## src/rtl/pet_memmap_if.sv

```systemverilog
// Bus bundle between the CPU side, the RAM/VRAM/IO/ROM blocks and the DMA
// injector of the PET memory-map controller.
//
// DMA handshake: the requester raises dma_req with dma_we/dma_addr/dma_din
// stable and holds them until it sees dma_ack. dma_ack is a one-clock pulse
// that marks completion. For reads, dma_dout is valid in that same clock.
// The requester drops dma_req in the ack clock; a request still high after
// the ack clock is treated as a new request.
interface pet_memmap_if #(
  parameter int RAM_AW = 17
);
  logic              ce_1m;
  logic [15:0]       addr;
  logic [7:0]        data_in;
  logic              we;
  logic [7:0]        data_out;
  logic [7:0]        rom_data;
  logic [7:0]        vram_q;
  logic [7:0]        io_q;
  logic              vram_we;
  logic              io_we;
  logic [RAM_AW-1:0] ram_addr;
  logic [7:0]        ram_din;
  logic              ram_we;
  logic [7:0]        ram_q;
  logic              dma_req;
  logic              dma_we;
  logic [RAM_AW-1:0] dma_addr;
  logic [7:0]        dma_din;
  logic [7:0]        dma_dout;
  logic              dma_ack;
  logic [7:0]        exp_ctrl;
  logic [1:0]        dma_state;   // debug view of the DMA FSM state

  modport slave (
    input  ce_1m, addr, data_in, we, rom_data, vram_q, io_q, ram_q,
           dma_req, dma_we, dma_addr, dma_din,
    output data_out, vram_we, io_we, ram_addr, ram_din, ram_we,
           dma_dout, dma_ack, exp_ctrl, dma_state
  );

  modport master (
    output ce_1m, addr, data_in, we, rom_data, vram_q, io_q, ram_q,
           dma_req, dma_we, dma_addr, dma_din,
    input  data_out, vram_we, io_we, ram_addr, ram_din, ram_we,
           dma_dout, dma_ack, exp_ctrl, dma_state
  );
endinterface

```

## src/rtl/pet_memmap_ctl.sv

```systemverilog
// PET memory-map controller: CPU address decode (base RAM, 8096-style banked
// expansion RAM, VRAM, I/O, ROM) and arbitration of the single-port main RAM
// between the CPU and a DMA / program-injection port. The CPU always wins.
module pet_memmap_ctl #(
  parameter int BASE_KB = 32,
  parameter int EXP_EN  = 1,
  parameter int VRAM_KB = 2,
  parameter int RAM_AW  = 15 + 2*EXP_EN
) (
  input logic         clk,
  input logic         reset,
  pet_memmap_if.slave bus
);
  typedef enum logic [1:0] {
    DMA_IDLE   = 2'd0,
    DMA_ACCESS = 2'd1,
    DMA_ACK    = 2'd2
  } dma_state_t;

  typedef enum logic [2:0] {
    RG_NONE = 3'd0,
    RG_RAM  = 3'd1,
    RG_EXP  = 3'd2,
    RG_VRAM = 3'd3,
    RG_IO   = 3'd4,
    RG_ROM  = 3'd5
  } region_t;

  // A 2K screen mirrors through the full 4K window; larger screens widen it.
  localparam int         VRAM_WIN_KB = (VRAM_KB < 4) ? 4 : VRAM_KB;
  localparam logic [16:0] VRAM_END   = 17'h08000 + 17'(VRAM_WIN_KB * 1024);
  localparam logic [16:0] BASE_END   = 17'(BASE_KB * 1024);

  logic [7:0]        r_exp_ctrl;
  region_t           r_rd_region;
  logic              r_rd_pending;
  logic [7:0]        r_data_out;
  dma_state_t        r_dma_state;
  logic              r_dma_ack;
  logic              r_dma_we;
  logic [RAM_AW-1:0] r_dma_addr;
  logic [7:0]        r_dma_din;

  region_t     w_region;
  logic        w_exp_on;
  logic        w_is_vram;
  logic        w_is_io;
  logic        w_is_ctrl;
  logic        w_wprot;
  logic [1:0]  w_block;
  logic [16:0] w_cpu_addr17;
  logic        w_cpu_wr;
  logic        w_dma_owns;

  // Address decode of the current CPU address under the live control register.
  always_comb begin
    w_exp_on     = (EXP_EN != 0) && r_exp_ctrl[7];
    w_is_vram    = bus.addr[15] && ({1'b0, bus.addr} < VRAM_END);
    w_is_io      = (bus.addr[15:11] == 5'b11101);
    w_is_ctrl    = (EXP_EN != 0) && (bus.addr == 16'hFFF0);
    w_block      = bus.addr[14] ? {r_exp_ctrl[3], 1'b1} : {r_exp_ctrl[2], 1'b0};
    w_wprot      = bus.addr[14] ? r_exp_ctrl[1] : r_exp_ctrl[0];
    w_region     = RG_ROM;
    if (!bus.addr[15]) begin
      w_region = ({1'b0, bus.addr} < BASE_END) ? RG_RAM : RG_NONE;
    end else if (w_exp_on) begin
      if (w_is_vram && r_exp_ctrl[5])    w_region = RG_VRAM;
      else if (w_is_io && r_exp_ctrl[6]) w_region = RG_IO;
      else                               w_region = RG_EXP;
    end else if (w_is_vram) begin
      w_region = RG_VRAM;
    end else if (w_is_io) begin
      w_region = RG_IO;
    end
    // Expansion blocks sit above the 32K base: 32K + block*16K + offset.
    w_cpu_addr17 = (w_region == RG_EXP)
                 ? 17'h08000 + {1'b0, w_block, 14'h0000} + {3'b000, bus.addr[13:0]}
                 : {2'b00, bus.addr[14:0]};
  end

  // Single-clock write strobes and RAM port mux; the CPU strobe has priority.
  always_comb begin
    w_cpu_wr     = bus.ce_1m && bus.we && !reset;
    w_dma_owns   = (r_dma_state == DMA_ACCESS) && !bus.ce_1m;
    bus.vram_we  = w_cpu_wr && (w_region == RG_VRAM);
    bus.io_we    = w_cpu_wr && (w_region == RG_IO);
    bus.ram_we   = (w_cpu_wr && !w_is_ctrl &&
                    ((w_region == RG_RAM) || ((w_region == RG_EXP) && !w_wprot)))
                 || (w_dma_owns && r_dma_we && !reset);
    bus.ram_addr = w_dma_owns ? r_dma_addr : RAM_AW'(w_cpu_addr17);
    bus.ram_din  = w_dma_owns ? r_dma_din : bus.data_in;
  end

  // Control register load and CPU read-data capture one clock after ce_1m.
  always_ff @(posedge clk) begin
    if (reset) begin
      r_exp_ctrl   <= 8'h00;
      r_rd_region  <= RG_NONE;
      r_rd_pending <= 1'b0;
      r_data_out   <= 8'h00;
    end else begin
      if (w_cpu_wr && w_is_ctrl) r_exp_ctrl <= bus.data_in;
      r_rd_pending <= bus.ce_1m;
      if (bus.ce_1m) r_rd_region <= w_region;
      if (r_rd_pending) begin
        case (r_rd_region)
          RG_RAM, RG_EXP: r_data_out <= bus.ram_q;
          RG_VRAM:        r_data_out <= bus.vram_q;
          RG_IO:          r_data_out <= bus.io_q;
          RG_ROM:         r_data_out <= bus.rom_data;
          default:        r_data_out <= 8'hFF;
        endcase
      end
    end
  end

  // DMA FSM: start only in a clock the CPU leaves the RAM port free.
  always_ff @(posedge clk) begin
    if (reset) begin
      r_dma_state <= DMA_IDLE;
      r_dma_ack   <= 1'b0;
      r_dma_we    <= 1'b0;
      r_dma_addr  <= '0;
      r_dma_din   <= 8'h00;
    end else begin
      r_dma_ack <= 1'b0;
      case (r_dma_state)
        DMA_IDLE: begin
          if (bus.dma_req && !bus.ce_1m) begin
            r_dma_we    <= bus.dma_we;
            r_dma_addr  <= bus.dma_addr;
            r_dma_din   <= bus.dma_din;
            r_dma_state <= DMA_ACCESS;
          end
        end
        DMA_ACCESS: begin
          r_dma_ack   <= 1'b1;
          r_dma_state <= DMA_ACK;
        end
        DMA_ACK:  r_dma_state <= DMA_IDLE;
        default:  r_dma_state <= DMA_IDLE;
      endcase
    end
  end

  assign bus.data_out  = r_data_out;
  assign bus.exp_ctrl  = r_exp_ctrl;
  assign bus.dma_ack   = r_dma_ack;
  assign bus.dma_dout  = bus.ram_q;
  assign bus.dma_state = r_dma_state;
endmodule

```

## src/flat_wrapper.sv

```systemverilog
// flat-port wrapper written by rule: the top's interface ports become plain ports
module pet_memmap_ctl_flat 
#(
  parameter int BASE_KB = 32,
  parameter int EXP_EN  = 1,
  parameter int VRAM_KB = 2,
  parameter int RAM_AW  = 15 + 2*EXP_EN
)
  (clk, reset, bus_ce_1m, bus_addr, bus_data_in, bus_we, bus_rom_data, bus_vram_q, bus_io_q, bus_ram_q, bus_dma_req, bus_dma_we, bus_dma_addr, bus_dma_din, bus_data_out, bus_vram_we, bus_io_we, bus_ram_addr, bus_ram_din, bus_ram_we, bus_dma_dout, bus_dma_ack, bus_exp_ctrl, bus_dma_state);
  pet_memmap_if #(.RAM_AW(RAM_AW)) bus_i ();
  input logic clk;
  input logic reset;
  input wire logic [$bits(bus_i.ce_1m)-1:0] bus_ce_1m;
  input wire logic [$bits(bus_i.addr)-1:0] bus_addr;
  input wire logic [$bits(bus_i.data_in)-1:0] bus_data_in;
  input wire logic [$bits(bus_i.we)-1:0] bus_we;
  input wire logic [$bits(bus_i.rom_data)-1:0] bus_rom_data;
  input wire logic [$bits(bus_i.vram_q)-1:0] bus_vram_q;
  input wire logic [$bits(bus_i.io_q)-1:0] bus_io_q;
  input wire logic [$bits(bus_i.ram_q)-1:0] bus_ram_q;
  input wire logic [$bits(bus_i.dma_req)-1:0] bus_dma_req;
  input wire logic [$bits(bus_i.dma_we)-1:0] bus_dma_we;
  input wire logic [$bits(bus_i.dma_addr)-1:0] bus_dma_addr;
  input wire logic [$bits(bus_i.dma_din)-1:0] bus_dma_din;
  output wire logic [$bits(bus_i.data_out)-1:0] bus_data_out;
  output wire logic [$bits(bus_i.vram_we)-1:0] bus_vram_we;
  output wire logic [$bits(bus_i.io_we)-1:0] bus_io_we;
  output wire logic [$bits(bus_i.ram_addr)-1:0] bus_ram_addr;
  output wire logic [$bits(bus_i.ram_din)-1:0] bus_ram_din;
  output wire logic [$bits(bus_i.ram_we)-1:0] bus_ram_we;
  output wire logic [$bits(bus_i.dma_dout)-1:0] bus_dma_dout;
  output wire logic [$bits(bus_i.dma_ack)-1:0] bus_dma_ack;
  output wire logic [$bits(bus_i.exp_ctrl)-1:0] bus_exp_ctrl;
  output wire logic [$bits(bus_i.dma_state)-1:0] bus_dma_state;
  assign bus_i.ce_1m = bus_ce_1m;
  assign bus_i.addr = bus_addr;
  assign bus_i.data_in = bus_data_in;
  assign bus_i.we = bus_we;
  assign bus_i.rom_data = bus_rom_data;
  assign bus_i.vram_q = bus_vram_q;
  assign bus_i.io_q = bus_io_q;
  assign bus_i.ram_q = bus_ram_q;
  assign bus_i.dma_req = bus_dma_req;
  assign bus_i.dma_we = bus_dma_we;
  assign bus_i.dma_addr = bus_dma_addr;
  assign bus_i.dma_din = bus_dma_din;
  assign bus_data_out = bus_i.data_out;
  assign bus_vram_we = bus_i.vram_we;
  assign bus_io_we = bus_i.io_we;
  assign bus_ram_addr = bus_i.ram_addr;
  assign bus_ram_din = bus_i.ram_din;
  assign bus_ram_we = bus_i.ram_we;
  assign bus_dma_dout = bus_i.dma_dout;
  assign bus_dma_ack = bus_i.dma_ack;
  assign bus_exp_ctrl = bus_i.exp_ctrl;
  assign bus_dma_state = bus_i.dma_state;
  pet_memmap_ctl #(.BASE_KB(BASE_KB), .EXP_EN(EXP_EN), .VRAM_KB(VRAM_KB), .RAM_AW(RAM_AW)) u_core (.clk(clk), .reset(reset), .bus(bus_i));
endmodule
```

## config.mk

```make
export PLATFORM = sky130hd
export DESIGN_NAME = pet_memmap_ctl_flat
export DESIGN_NICKNAME = d
export VERILOG_FILES = /design/src/rtl/pet_memmap_if.sv /design/src/rtl/pet_memmap_ctl.sv /design/src/flat_wrapper.sv
export SDC_FILE = /design/constraint.sdc
export NUM_CORES = 1
export LEC_CHECK = 0
export BUFFER_PORTS_ARGS = -buffer_cell sky130_fd_sc_hd__buf_2
export CAP_MARGIN = 30
export CORE_UTILIZATION = 42
export DETAILED_ROUTE_END_ITERATION = 10
export PLACE_DENSITY_LB_ADDON = 0.2
export SYNTH_ARGS = -nofsm -noshare
export SYNTH_HDL_FRONTEND = slang
export SYNTH_SLANG_ARGS = --single-unit
```

## constraint.sdc

```tcl
create_clock -name clk -period 2.1 [get_ports clk]
set_input_delay 0.42 -clock clk [delete_from_list [all_inputs] [get_ports clk]]
set_output_delay 0.42 -clock clk [all_outputs]
set_load 0.02 [all_outputs]
```

==> results of run 1 <==
[critical path, cell delays in order (launching register included)]
cell	delay (ns)
dfxtp_2	0.38
nor3b_4	0.22
buf_6	0.17
clkbuf_16	0.15
nor2_1	0.04
a32o_2	0.28
buf_6	0.13
[cells in the final DEF, fill, tap and decap left out, types with 8 or more instances in the layout]
master and count:
mux2_4 16, nand4_1 8, a21oi_1 38, buf_6 20
mux2_2 8, buf_4 18, nand2_1 65, o21ai_1 9
buf_2 122, dfxtp_1 47, nor2_1 14
[metrics by stage]
step	cell area, µm²	TNS, ns	utilization [%]	hold slack [ns]
after CTS	3450	0	57.9	0.336
final	3770	-0.00225	63.3	0.336
after global placement	3340	0	56.0	0.439
after detailed placement	3340	0	56.0	0.449
after global routing	3770	-0.952	63.3	0.331
after floorplan	2600	0	-	0.434
[sequential cells by signal (all words and copies together) (netlist names)]
name and count:
u_core.r_dma_din 8, u_core.r_rd_region 3, u_core.r_dma_we 1, u_core.r_dma_addr 17, u_core.bus.dma_state 2, u_core.r_rd_pending 1, u_core.bus.exp_ctrl 8, u_core.bus.data_out 8
u_core.bus.dma_ack 1
[report_power, final]
group / leakage, nW / switching [mW] / internal, mW
logic: 1.26 / 0.238 / 0.235
registers: 0.401 / 0.0299 / 0.968
clock network: 0.0450 / 0.322 / 0.232
[repair_timing]
item,4_1_cts,5_1_grt
setup endpoints to repair,26,27
gates cloned,0,3
buffers inserted,0,6
pin swaps,0,2
resized for setup,7,63
[final cells by class]
type | count | area [µm²]
clock buffers | 6 | 72.6
clock inverters | 2 | 10.0
fillers | 522 | 2190
inverters | 7 | 26.3
multi-input cells | 223 | 1520
flip-flops and latches | 49 | 986
well taps | 75 | 93.8
repair buffers | 164 | 1060
[logic make-up (layout without fill, tap and decap cells)]
group / after synthesis / in the layout
mux: 33 / 33
xor+xnor: 1 / 1
buf+inv: 36 / 179
flops: 49 / 49
simple gates: 109 / 109
compound gates: 73 / 73
fa+ha+maj: 7 / 7
[how the worst max path moves through the flow]
stage | slack, ns | depth (start not counted) | endpoint
6_report | -0.002 | 6 | bus_ram_addr[16]
5_1_grt | -0.07 | 7 | bus_ram_addr[15]
4_1_cts | 0.02 | 6 | bus_ram_addr[15]
3_5_place_dp | 0.04 | 6 | bus_ram_addr[16]
3_3_place_gp | 0.09 | 6 | bus_ram_addr[16]
2_1_floorplan | 0.16 | 4 | bus_ram_addr[0]
[layer usage]
layer | part of all wire [%] | vias to the layer above
met5 | 0 | -
met4 | 0.89 | 0
met3 | 5.9 | 8
met2 | 48 | 89
met1 | 45 | 1247
li1 | - | 1366
==> results.ini, run 1 <==
[status]
status = complete, but fails checks
violations = setup timing

[timing]
fin_ws_ns = -0.00225
finalClockSkew_ns = 0.00550
fin_crit_ns = 2.10
rsz0062_at_grt = yes
timing.fmax_mhz = 476
setup_viol = 1
min_period_over_period_pct = 100
worstMarginPinSlew_ns = 0.531
slew_headroom_pct = 64.6
report.final.hold_viol_count = 0
drv_slew = 0

[grt]
grt_pass1_vias = 2435
grt_overflow = 0
grt_pass1_wl_um = 11400
met2_usage_pct = 38.3
grt_busiest_layer = met2
use_met1_pct = 29.0
antenna_found_initial = 0
use_met3_pct = 5.57
grt_start_max_net_pins = 50
grt_usage_pct = 22.8

[synth]
post-synth-top-count-cell = nand2_1
async_flop_share_pct = 0
yosysTopAreaCellShare_pct = 37.7
synth_cells = 308
ys_seq_elements = 49
synth_xor_area_share_pct = 0.337
yosys-mux-area-fraction_pct = 14.2
netlist_area_um2 = 2600
synthTopCellsByCount = nand2_1 (65), dfxtp_1 (49), a21oi_1 (38), mux2_1 (23), nor2_1 (14)
synth_fa_ha_area_share_pct = 2.70
yosysWarningCount = 0
syn_nets = 395
synth_top_family_by_area = simple AND/OR/NAND/NOR gates
synth_compound_area_share_pct = 17.0
yosys.area.top_type = dfxtp_1
synthFlopType = dfxtp_1
synth.area.top_cells = dfxtp_1 (38%), mux2_1 (10%), nand2_1 (9.4%), a21oi_1 (7.3%), mux2_2 (3.5%)
yosysSeqAreaShare_pct = 37.7
synthSimpleGateAreaFrac_pct = 20.4
synth-edff-count = 0
syn_area_per_cell_um2 = 8.44
synth.distinct_cells = 41

[floorplanning]
core.rowCount = 28
start_util_pct = 43.6
die_x_um = 80.7
fp.dieH_um = 80.7
core_region_area_um2 = 5960
die_area_um2 = 6510
io_pins = 142

[route]
drcViolationCount = 0
detail-route-antenna-nets = 0
firstDrtPassIters = 4
vias = 2710
drt_iter0_markers = 117
viasPerCell = 5.15
routedWlPerCell_um = 15.0
wirelength_um = 7870

[worst_hold_path]
whs_path_depth = 3
hold_class = in -> reg
worstHoldStart = bus_dma_din[0]
min_to = u_core.r_dma_din[0]

[flow_run]
max_cap_viol_count = 0

[pwr]
ir_worst_vdd_v = 0.000277
leakagePower_nw = 1.70
power_mw = 2.02
power.density_nw_per_um2 = 537

[critical_path]
startpoint = u_core.bus.dma_state[1]
r2r_end = u_core.bus.data_out[2]
crit_arrival_ns = 1.68
reg2reg_slack_ns = 0.58
cp.required_ns = 1.68
reg2reg_depth = 4
crit_path_end_kind = output pin
startpoint_type = flip-flop
path_class = reg -> out
crit_fanout = 6
r2r_start = u_core.r_rd_region[0]

[clock_network]
clkLatencyLatePin_ns = 0.30
cts_buffer_depth = 2
cts-root-buf = clkbuf_8
cts_tree = done
htree_levels = 2
clock-sinks = 49
clk_pin_slew_ns = 0.09
numCtsBuffers = 5
hold_buffers = 0

[place]
dp_slack_ns = 0.0394
dp_hpwl_um = 5480
io_buffers = 141
globalplace.congestion = 0.786
place_inst = 509

[finish]
n_antenna_cell = 0
instances_no_fill = 526
final_layout_size_suffix_gt1_share_pct = 45.7
fin_nets = 537
layout-area-overhead-vs-synth_pct = 45.0

No activity file was read; power rests on OpenSTA's default activity.
==> run 2, diff against run 1 <==
Settings changed: CORE_UTILIZATION 42 to 30.
==> run 2 against run 1 <==
Compared with the run above: critical endpoint is now bus_ram_we; clock skew rose by 0.0015 ns; total power rose by 0.25%; largest cell class unchanged; the run now ends clean; setup slack gained 0.035 ns; highest routed layer unchanged.
==> results.ini, run 2 (synthesized netlist as in run 1, its figures left out) <==
[status]
status = complete, no violations

[flow_run]
max_cap_viol_count = 0

[place]
io_buffers = 141
globalplace.congestion = 0.790
place_inst = 540
dp_hpwl_um = 5890
dpl-instance-area_um2 = 3380

[critical_path]
startpoint_type = flip-flop
crit_fanout = 6
crit_path_top_delay_cell = dfxtp_4
max_stage_delay_ns = 0.35
critPathMostFrequentCell = buf_6
crit_path_end_kind = output pin
crit_arrival_ns = 1.65
r2r_end = u_core.r_dma_din[1]
reg2reg_depth = 5
r2r_start = u_core.bus.dma_state[1]
path_class = reg -> out
reg2reg_slack_ns = 0.54
cp.required_ns = 1.68
path_cells = nor3b_4 > buf_6 > buf_6 > a32o_1 > a31o_1 > buf_6

[floorplanning]
core_region_area_um2 = 8300
die_area_um2 = 9040
start_util_pct = 31.3
die_x_um = 95.1
fp.dieH_um = 95.1
core.rowCount = 33
io_pins = 142

[timing]
finalClockSkew_ns = 0.00700
min_period_over_period_pct = 98.4
setup_viol = 0
timing.fmax_mhz = 484
drv_slew = 0
slew_headroom_pct = 63.8
rsz0062_at_grt = yes
report.final.hold_viol_count = 0
setup_tns_ns = 0
worstMarginPinSlew_ns = 0.543
fin_crit_ns = 2.07

[clock_network]
clock-sinks = 49
cts_tree = done
cts-root-buf = clkbuf_8
numCtsBuffers = 5
clkLatencyLatePin_ns = 0.30
clk_pin_slew_ns = 0.09
cts_buffer_depth = 2
htree_levels = 2

[route]
vias = 2770
drcViolationCount = 0
drt_iter0_markers = 75
viasPerCell = 4.98
routedWlPerCell_um = 14.8
firstDrtPassIters = 4
detail-route-antenna-nets = 0
wirelength_um = 8250

[finish]
final_cell_mix = buf_2 (122), nand2_1 (65), dfxtp_1 (46)
fin_nets = 537
final_layout_size_suffix_gt1_share_pct = 45.2
final_area_um2 = 3780
top_register = u_core.r_dma_addr
largest_reg_flops = 17
n_antenna_cell = 0
layout-area-overhead-vs-synth_pct = 45.5
final_common_cell = buf_2
instances_no_fill = 556

[worst_hold_path]
whs_path_depth = 3
hold_class = in -> reg
worstHoldStart = bus_dma_addr[6]
min_to = u_core.r_dma_addr[6]

[grt]
antenna_found_initial = 0
grt_overflow = 0
grt_usage_pct = 17.9
grt_pass1_wl_um = 12500
grt_start_max_net_pins = 50
grt_pass1_vias = 2614

[pwr]
power.density_nw_per_um2 = 537
ir_worst_vdd_v = 0.000239
power_mw = 2.03
leakagePower_nw = 1.68

[run 2: routing by layer]
| layer | share of wire (%) | global-route usage [%] | up-vias |
|---|---|---|---|
| li1 | - | - | 1370 |
| met1 | 42 | 20.7 | 1275 |
| met2 | 50 | 33.0 | 115 |
| met3 | 6.2 | 3.51 | 10 |
| met4 | 1.5 | 5.05 | 0 |
| met5 | 0 | 0 | - |
[run 2: critical path, delay by kind of cell, from the launching register on]
family	cells	cell delay, ns
buf+inv	3	0.38
flops	1	0.35
compound gates	2	0.46
simple gates	1	0.15
[run 2: metrics by stage]
stage,util (%),setup WS (ns),hold WS [ns]
floorplan,-,0.158,0.434
global placement,40.8,0.0736,0.440
detailed placement,40.8,0.0480,0.445
CTS,43.2,-0.00533,0.335
global route,45.5,-0.0221,0.338
finish,45.5,0.0328,0.345
[run 2: worst max path at each step]
stage / startpoint / end / slack (ns) / depth (start not counted)
floorplan: u_core.bus.dma_state[0] / bus_ram_addr[0] / 0.16 / 4
global placement: bus_addr[12] / bus_ram_addr[16] / 0.07 / 6
detailed placement: bus_addr[12] / bus_ram_addr[16] / 0.05 / 6
CTS: u_core.bus.dma_state[1] / bus_ram_din[5] / -0.005 / 5
global route: u_core.bus.dma_state[1] / bus_ram_addr[8] / -0.02 / 5
finish: u_core.bus.dma_state[0] / bus_ram_we / 0.03 / 6
[run 2: what timing repair did]
item                       in CTS  in global routing
setup endpoints to repair      26                 26
buffers inserted                6                  1
hold buffers                    0                  0
pin swaps                       1                  3
resized for setup              17                 55
cloned                          1                  0
[run 2: power breakdown]
group / total [mW] / leakage (nW) / switching (mW) / internal (mW)
registers: 0.996 / 0.402 / 0.0290 / 0.967
logic: 0.473 / 1.23 / 0.239 / 0.234
clock network: 0.561 / 0.0385 / 0.324 / 0.237
[run 2: cell type report]
cell class              instances  area [µm²]
well taps                     105         131
inverters                       7        26.3
flip-flops and latches         49         990
multi-input cells             223        1520
clock inverters                 1        7.51
repair buffers                164        1030
fillers                       846        4520
clock buffers                   7        76.3
